### src/rtl/console_tx_pkg.sv
// Shared frame constants and serialiser state encoding for the console UART sink.
package console_tx_pkg;

  localparam int DATA_W = 8;

  typedef enum logic [2:0] {
    ST_IDLE   = 3'd0,
    ST_START  = 3'd1,
    ST_DATA   = 3'd2,
    ST_PARITY = 3'd3,
    ST_STOP   = 3'd4
  } tx_state_e;

endpackage

### src/rtl/console_tx_byte_fifo.sv
// Byte FIFO with extra-MSB pointers; full/empty are registered from next-state pointers.
// Pushes into a full FIFO and pops from an empty one are ignored.
module byte_fifo
  import console_tx_pkg::*;
#(
  parameter int FIFO_DEPTH = 16
) (
  input  logic              clk,
  input  logic              rst_n,
  input  logic              push,
  input  logic [DATA_W-1:0] din,
  input  logic              pop,
  output logic [DATA_W-1:0] dout,
  output logic              full,
  output logic              empty
);

  localparam int AW = $clog2(FIFO_DEPTH);

  logic [DATA_W-1:0] mem_q [FIFO_DEPTH];
  logic [AW:0]       wr_ptr_q, wr_ptr_d;
  logic [AW:0]       rd_ptr_q, rd_ptr_d;
  logic              full_q, empty_q;
  logic              do_push, do_pop;

  assign do_push = push & ~full_q;
  assign do_pop  = pop & ~empty_q;

  always_comb begin
    wr_ptr_d = wr_ptr_q + {{AW{1'b0}}, do_push};
    rd_ptr_d = rd_ptr_q + {{AW{1'b0}}, do_pop};
  end

  always_ff @(posedge clk or negedge rst_n) begin
    if (!rst_n) begin
      wr_ptr_q <= '0;
      rd_ptr_q <= '0;
      full_q   <= 1'b0;
      empty_q  <= 1'b1;
    end else begin
      wr_ptr_q <= wr_ptr_d;
      rd_ptr_q <= rd_ptr_d;
      full_q   <= (wr_ptr_d ^ rd_ptr_d) == {1'b1, {AW{1'b0}}};
      empty_q  <= wr_ptr_d == rd_ptr_d;
    end
  end

  // Storage is deliberately not reset; only the pointers define validity.
  always_ff @(posedge clk) begin
    if (do_push) mem_q[wr_ptr_q[AW-1:0]] <= din;
  end

  assign dout  = mem_q[rd_ptr_q[AW-1:0]];
  assign full  = full_q;
  assign empty = empty_q;

endmodule

### src/rtl/console_tx.sv
// Console output sink: buffers writeback byte strobes and serialises them as 8N1 UART frames.
// Define CONSOLE_TX_PARITY_EN to add an even parity bit between data bit 7 and the stop bit.
module console_tx
  import console_tx_pkg::*;
#(
  parameter int CLKS_PER_BIT = 16,
  parameter int FIFO_DEPTH   = 16
) (
  input  logic              clk,
  input  logic              rst_n,
  input  logic              wr_en,
  input  logic [DATA_W-1:0] wr_data,
  output logic              full,
  output logic              busy,
  output logic              tx,
  output logic [15:0]       dropped
);

  localparam int              BW       = $clog2(CLKS_PER_BIT);
  localparam logic [BW-1:0]   BAUD_MAX = BW'(CLKS_PER_BIT - 1);

  tx_state_e         state_q, state_d;
  logic [BW-1:0]     baud_q, baud_d;
  logic [2:0]        bit_q, bit_d;
  logic [DATA_W-1:0] shift_q, shift_d;
  logic              tx_q, tx_d;
  logic [15:0]       dropped_q, dropped_d;
  logic              fifo_empty;
  logic [DATA_W-1:0] fifo_dout;
  logic              push, pop, bit_end, stop_done;
`ifdef CONSOLE_TX_PARITY_EN
  logic              par_q, par_d;
`endif

  assign push      = wr_en & ~full;
  assign bit_end   = baud_q == BAUD_MAX;
  assign stop_done = (state_q == ST_STOP) & bit_end;
  // Popping on the STOP-completion edge keeps back-to-back frames gapless.
  assign pop       = ~fifo_empty & ((state_q == ST_IDLE) | stop_done);

  byte_fifo #(.FIFO_DEPTH(FIFO_DEPTH)) u_fifo (
    .clk   (clk),
    .rst_n (rst_n),
    .push  (push),
    .din   (wr_data),
    .pop   (pop),
    .dout  (fifo_dout),
    .full  (full),
    .empty (fifo_empty)
  );

  always_comb begin
    state_d = state_q;
    baud_d  = baud_q;
    bit_d   = bit_q;
    shift_d = shift_q;
`ifdef CONSOLE_TX_PARITY_EN
    par_d   = par_q;
`endif
    if (state_q != ST_IDLE) baud_d = bit_end ? '0 : baud_q + 1'b1;
    case (state_q)
      ST_IDLE: ;
      ST_START: if (bit_end) begin
        state_d = ST_DATA;
        bit_d   = 3'd0;
      end
      ST_DATA: if (bit_end) begin
        shift_d = shift_q >> 1;
        bit_d   = bit_q + 3'd1;
`ifdef CONSOLE_TX_PARITY_EN
        if (bit_q == 3'd7) state_d = ST_PARITY;
`else
        if (bit_q == 3'd7) state_d = ST_STOP;
`endif
      end
`ifdef CONSOLE_TX_PARITY_EN
      ST_PARITY: if (bit_end) state_d = ST_STOP;
`endif
      ST_STOP: if (bit_end) state_d = ST_IDLE;
      default: state_d = ST_IDLE;
    endcase
    if (pop) begin
      state_d = ST_START;
      baud_d  = '0;
      shift_d = fifo_dout;
`ifdef CONSOLE_TX_PARITY_EN
      par_d   = ^fifo_dout;
`endif
    end
  end

  // The line is driven from a flop so it never glitches between bits.
  always_comb begin
    tx_d = 1'b1;
    case (state_d)
      ST_START:  tx_d = 1'b0;
      ST_DATA:   tx_d = shift_d[0];
`ifdef CONSOLE_TX_PARITY_EN
      ST_PARITY: tx_d = par_d;
`endif
      default:   tx_d = 1'b1;
    endcase
  end

  always_comb begin
    dropped_d = dropped_q;
    if (wr_en && full && (dropped_q != 16'hFFFF)) dropped_d = dropped_q + 16'd1;
  end

  always_ff @(posedge clk or negedge rst_n) begin
    if (!rst_n) begin
      state_q   <= ST_IDLE;
      baud_q    <= '0;
      bit_q     <= '0;
      shift_q   <= '0;
      tx_q      <= 1'b1;
      dropped_q <= '0;
`ifdef CONSOLE_TX_PARITY_EN
      par_q     <= 1'b0;
`endif
    end else begin
      state_q   <= state_d;
      baud_q    <= baud_d;
      bit_q     <= bit_d;
      shift_q   <= shift_d;
      tx_q      <= tx_d;
      dropped_q <= dropped_d;
`ifdef CONSOLE_TX_PARITY_EN
      par_q     <= par_d;
`endif
    end
  end

  assign tx      = tx_q;
  assign busy    = ~fifo_empty | (state_q != ST_IDLE);
  assign dropped = dropped_q;

endmodule

### config.mk
export PLATFORM = sky130hd
export DESIGN_NAME = console_tx
export DESIGN_NICKNAME = d
export VERILOG_FILES = /design/src/rtl/console_tx_pkg.sv /design/src/rtl/console_tx_byte_fifo.sv /design/src/rtl/console_tx.sv
export SDC_FILE = /design/constraint.sdc
export NUM_CORES = 1
export LEC_CHECK = 0
export ABC_AREA = 1
export CELL_PAD_IN_SITES_DETAIL_PLACEMENT = 0
export CELL_PAD_IN_SITES_GLOBAL_PLACEMENT = 1
export CORE_ASPECT_RATIO = 1.5
export CORE_MARGIN = 4
export CORE_UTILIZATION = 44
export CTS_CLUSTER_DIAMETER = 60
export DETAILED_ROUTE_END_ITERATION = 16
export PLACE_DENSITY = 0.81
export SYNTH_ARGS = -nofsm -noshare
export SYNTH_HDL_FRONTEND = slang
export SYNTH_SLANG_ARGS = --single-unit
### constraint.sdc
create_clock -name clk -period 2.2 [get_ports clk]
set_input_delay 0.33 -clock clk [delete_from_list [all_inputs] [get_ports clk]]
set_output_delay 0.33 -clock clk [all_outputs]
set_load 0.005 [all_outputs]
==> Word level (Yosys, flattened, before mapping) <==
Memory sizes are Yosys's and may differ from the RTL's.
Cells that the tools add are included.
{ "totals": {"register_bits": 47, "latch_bits": 0, "ram_bits": 128, "romBits": 0, "in_bits": 11, "mem_count": 1} }
{ "mem_list": {"columns": ["memory", "depth", "word_bits", "rd", "rd_clocked_by_memory_dff", "write_ports", "line", "source"], "rows": [
  ["u_fifo.mem_q", 16, 8, 1, 0, 1, "console_tx_byte_fifo.sv:20", "logic [DATA_W-1:0] mem_q [FIFO_DEPTH];"]
]} }
{ "op_classes": {"n_addsub": 5, "n_mul": 0, "div": 0, "order_cmp": 0, "n_eq_ne": 12, "shifts": 0, "mux": 18, "bitwise": 10, "n_reduce_logical": 10} }
{ "ops": {"columns": ["operator", "count"], "rows": [
  ["$mux W8", 3],
  ["$mux W3", 7],
  ["$add A16 B1 Y16 const B", 1],
  ["$ne A16 B16 Y1 const B", 1],
  ["$mux W4", 3],
  ["$pmux W3 S4", 1],
  ["$add A5 B1 Y5", 2],
  ["$reduce_bool A2 Y1", 4],
  ["$eq A3 B1 Y1 const B", 2],
  ["$eq A3 B2 Y1 const B", 2],
  ["$eq A3 B3 Y1 const B", 2],
  ["$pmux W3 S2", 1],
  ["$and A1 B1 Y1", 5],
  ["$eq A5 B5 Y1", 1],
  ["$eq A5 B5 Y1 const B", 1],
  ["$xor A5 B5 Y5", 1],
  ["$add A4 B1 Y4 const B", 1],
  ["$eq A4 B4 Y1 const B", 1],
  ["$ne A2 B2 Y1 const B", 2],
  ["$add A3 B1 Y3 const B", 1],
  ["$logic_not A3 Y1", 1],
  ["$reduce_and A3 Y1", 1],
  ["$reduce_bool A3 Y1", 1],
  ["$logic_and A1 B1 Y1", 2],
  ["5 further kinds", 8]
]} }

==> Depth between registers and ports, before layout <==
{ "depth": {"word_depth": 8, "depth_mapped": 13} }

==> Cells and area by module <==
From an unflattened synthesis, not the netlist that was laid out.
{ "unflattened": {"hier_cells": 807, "area_unflattened_um2": 7870.0} }
{ "modules_own_cells": {"columns": ["module", "n_inst", "cells_each", "area_per_inst_um2", "seq_area_each_um2"], "rows": [
  ["byte_fifo", 1, 553, 5975.7, 4145.2],
  ["console_tx", 1, 254, 1894.3, 877.1]
]} }

==> Worst setup path before layout <==
No wires, ideal clock.
{ "synth_path": {"path_kind": "register to register", "start": "register baud_q[0]", "end": "register u_fifo.full_q, in the netlist u_fifo.full", "setup_ns": 0.073, "t_arrival_ns": 2.076, "required_ns": 2.127, "setup_slack_ns": 0.052, "stages_incl_launch_ff": 14, "period_less_slack_ns": 2.148, "cell_sequence": "dfrtp_1 > ha_1 > nand3_4 > nand2_1 > nand2_2 > buf_2 > inv_1 > ha_1 > ha_1 > xor2_1 > xor2_1 > nor2_1 > nand2_1 > nor2b_1"} }
{ "synth_between": {"elab_chain_len": 8} }
{ "synth_rtl": {"columns": ["item", "line", "source"], "rows": [
  ["start: declaration", "console_tx.sv:23", "logic [BW-1:0] baud_q, baud_d;"],
  ["start signal: assignment", "console_tx.sv:123", "baud_q <= baud_d;"],
  ["$eq A4 B4 Y1", "console_tx.sv:36", "assign bit_end = baud_q == BAUD_MAX;"],
  ["$and A1 B1 Y1", "console_tx.sv:37", "assign stop_done = (state_q == ST_STOP) & bit_end;"],
  ["$or A1 B1 Y1", "console_tx.sv:39", "assign pop = ~fifo_empty & ((state_q == ST_IDLE) | stop_done);"],
  ["$and A1 B1 Y1", "console_tx.sv:39", null],
  ["$and A1 B1 Y1", "console_tx_byte_fifo.sv:27", "assign do_pop = pop & ~empty_q;"],
  ["$add A5 B1 Y5", "console_tx_byte_fifo.sv:31", "rd_ptr_d = rd_ptr_q + {{AW{1'b0}}, do_pop};"],
  ["via u_fifo.rd_ptr_d[2]", "console_tx_byte_fifo.sv:22", "logic [AW:0] rd_ptr_q, rd_ptr_d;"],
  ["$xor A5 B5 Y5", "console_tx_byte_fifo.sv:43", "full_q <= (wr_ptr_d ^ rd_ptr_d) == {1'b1, {AW{1'b0}}};"],
  ["$eq A5 B5 Y1", "console_tx_byte_fifo.sv:43", null],
  ["end signal: assignment", "console_tx_byte_fifo.sv:43", null],
  ["end: declaration", "console_tx_byte_fifo.sv:23", "logic full_q, empty_q;"]
]} }
The timed path passes the listed nets, and every way through them passes these cells.
A chain may end at the register's enable or synchronous reset.

==> Final worst setup path <==
{ "layout_path": {"start": "register state_q[1]", "end": "output busy"} }
{ "layout_between": {"elab_chain_len": 2} }
{ "layout_rtl": {"columns": ["item", "line", "source"], "rows": [
  ["start: declaration", "console_tx.sv:22", "tx_state_e state_q, state_d;"],
  ["start signal: assignment", "console_tx.sv:122", "state_q <= state_d;"],
  ["$reduce_bool A3 Y1", "console_tx.sv:135", "assign busy = ~fifo_empty | (state_q != ST_IDLE);"],
  ["$or A1 B1 Y1", "console_tx.sv:135", null],
  ["end: declaration", "console_tx.sv:14", "output logic busy,"]
]} }
No other way between the ends.

==> run metrics <==
Die X=116 um; Post-Synth Simple-Gate Area=21.5%; DP Cell Count=965; Syn Area/Cell=10.6 sq um; Post-synth EDFFs=128; P&R area growth vs syn=16.6%; gpl congestion=0.814; nets=794; Unique masters post-synth=38; final setup TNS=0 ns; row count=58; Worst-path clk slew=0.06 ns; Synth Area in XOR/XNOR=3.08%; Critical Path End Type=primary output; Gate Count Post-Synth=719; mux contribution to synthesized area=0%; most common cell after layout, fill and taps aside=nand2_1; Clock Path Buffers=2; clock sink count=175; Worst EP arrival=1.71 ns; n_diodes=0; routed wl met2=8530 um; full die area=19600 sq um; Detail Route Antenna Nets=0; first-pass GRT wire length=25800 um; NetSw=0.00218 W; Top Layer Used=met4; status=finished clean; Worst-Skew Late Latency=0.42 ns; Switching Fraction=26.6%; CTS Buf Count=17; register area share after synthesis=65.8%; fmax=491 MHz; internal power=0.00602 W; final-report hold violation count=0; Leak=3.62 nW; initial antenna violation count=0; CTS Root Buffer Type=clkbuf_16; IO Port Bufs=29; most frequent cells in the layout=nand2_1, edfxtp_1, nor2_1; initial drt markers=436; Setup CP Type=reg2out; DR vias=5096; pin count of the biggest net entering global routing=66; wire per inst=16.1 um; post-synthesis register bit count=175; drc violations=0; total number of yosys warnings=0; WL met1=6240 um; Yosys top cell by area=edfxtp_1; Post-synth ARST share=26.9%; Mapped Nets=738; GRT Total Usage=17.2%; TritonRoute pass-1 iters=5; CP peak stage delay=0.49 ns; RSZ-0062 raised after global routing=no; fill cell count=1474; largest family of logic cells by synthesized area=simple AND/OR/NAND/NOR gates; routed wire length=16000 um; VDD IR-drop max=0.000643 V; Adder-Cell Fraction of Synth Area=1.31%; Detail Placement HPWL=11000 um; crit path max-delay cell type=clkdlybuf4s50_1; Cell Area, Synth=7630 sq um; CTS tree=yes; Initial Util=45.1%; Max H-tree Level=4; Pins Over Slew Limit=0; Sequential Power Share=50.6%; post-CTS setup buffers=0; CP startpoint kind=register; ratio of cells with drive above 1 in the final layout=12.3%; Compound-Gate Fraction of Synth Area=4.20%; GR Overflow Total=0; Setup-failing EPs final=0; Combinational Power Share=13.3%; crit path time final=2.04 ns; Synth Flop Type=edfxtp_1; number of global-route vias before repair=5191; Crit path required time=1.87 ns; Period Utilization, post-route=92.6%; I/O pin count=30; clock share of power=36.1%; Layout Cells excl Fill=997; Core ar.=16900 sq um; max_slew headroom=53.3%; Synth top area share=50.4%; synth top area cells=edfxtp_1, dfrtp_1, nand2_1; die height=169 um; Clock Skews=0.0122 ns; vias per cell=5.11; crit path max fanout=9; crit path cell chain=nor2_1 > nand3_2 > clkdlybuf4s50_1; Worst-Margin Slew=0.699 ns; max cap viols=0; Min-Delay Path Class=in2async; Cell Pwr Density=921 nW/um^2; met3 wire len=666 um
## repair_timing
item / CTS / global route
endpoints found under the setup margin: 0 / 3
hold buffers: 1 / 0
gates resized for setup: 0 / 4
hold endpoints to repair: 17 / 0
## metal layers
layer | track usage (%) | vias to the layer above
met3 | 2.96 | 33
met4 | 8.58 | 0
met2 | 30.4 | 125
li1 | - | 2517
met1 | 19.8 | 2421
met5 | 0 | -
## sequential cells by signal, indices dropped and copies added (netlist names), 3 cells and up
name,flops
shift_q,8
bit_q,3
u_fifo.wr_ptr_q,5
baud_q,4
state_q,3
u_fifo.rd_ptr_q,5
dropped,16
u_fifo.mem_q,128
## Yosys cell counts, drive strengths merged, types with 2 or more instances
cell and count:
inv 39, o21ai 38, buf 23, dfstp 2
nor2 89, a21oi 6, nand4 6, o211ai 6
xor2 18, nor3 5, a21boi 2, nand3 67
ha 8, dfrtp 45, nand3b 2, xnor2 8
edfxtp 128, nand2 221
## metrics by stage
stage	power (W)	worst slack (ns)	utilization (%)	hold slack [ns]	instance area, sq um
final	0.00820	0.162	52.6	0.390	8900
after global routing	0.00858	0.0339	52.6	0.442	8900
after CTS	0.00828	0.0731	52.5	0.389	8880
after detailed placement	0.00532	0.000116	49.0	0.303	8280
after global placement	0.00528	0.123	49.0	0.304	8280
after floorplan	0.00481	0.0517	-	0.0344	7630
## cell type report
class,count,area [sq um],area share (%)
Sequential cell,175,5020,56.4
Tap cell,210,263,2.95
Timing Repair Buffer,61,553,6.21
Clock inverter,14,168,1.88
Clock buffer,17,425,4.78
Inverter,40,154,1.73
Multi-Input combinational cell,480,2320,26.0
## logic make-up (layout without fill, tap and decap cells)
group / Yosys count / in the layout
compound gates: 54 / 54
xor+xnor: 26 / 26
fa+ha+maj: 8 / 8
buf+inv: 64 / 132
simple gates: 392 / 392
flops: 175 / 175
## path summary, 6_finish.rpt
kind	startpoint	end	slack [ns]	cells past startpoint
max	state_q[1]	busy	0.16	3
min	rst_n	baud_q[3]	0.39	2
max reg2reg	baud_q[0]	u_fifo.full	0.19	12
min reg2reg	shift_q[7]	shift_q[7]	0.48	2
max in group asynchronous	rst_n	dropped[12]	1.20	3
min in group clk	shift_q[7]	shift_q[7]	0.48	2
## power by group through the flow
| stage | clock network [W] | registers (W) | logic [W] |
|---|---|---|---|
| after global routing | 0.00317 | 0.00419 | 0.00122 |
| final | 0.00296 | 0.00415 | 0.00109 |
| after CTS | 0.00303 | 0.00415 | 0.00111 |
| after global placement | 0 | 0.00420 | 0.00108 |
| after detailed placement | 0 | 0.00422 | 0.00111 |
| after floorplan | 0 | 0.00415 | 0.000660 |
## worst max-delay path, delay by kind of cell (launching register included)
family                 cells  cell delay, ns
flip-flops                 1            0.40
buffers and inverters      1            0.49
AND/OR/NAND/NOR            2            0.40
No activity file was read; power rests on OpenSTA's default activity.
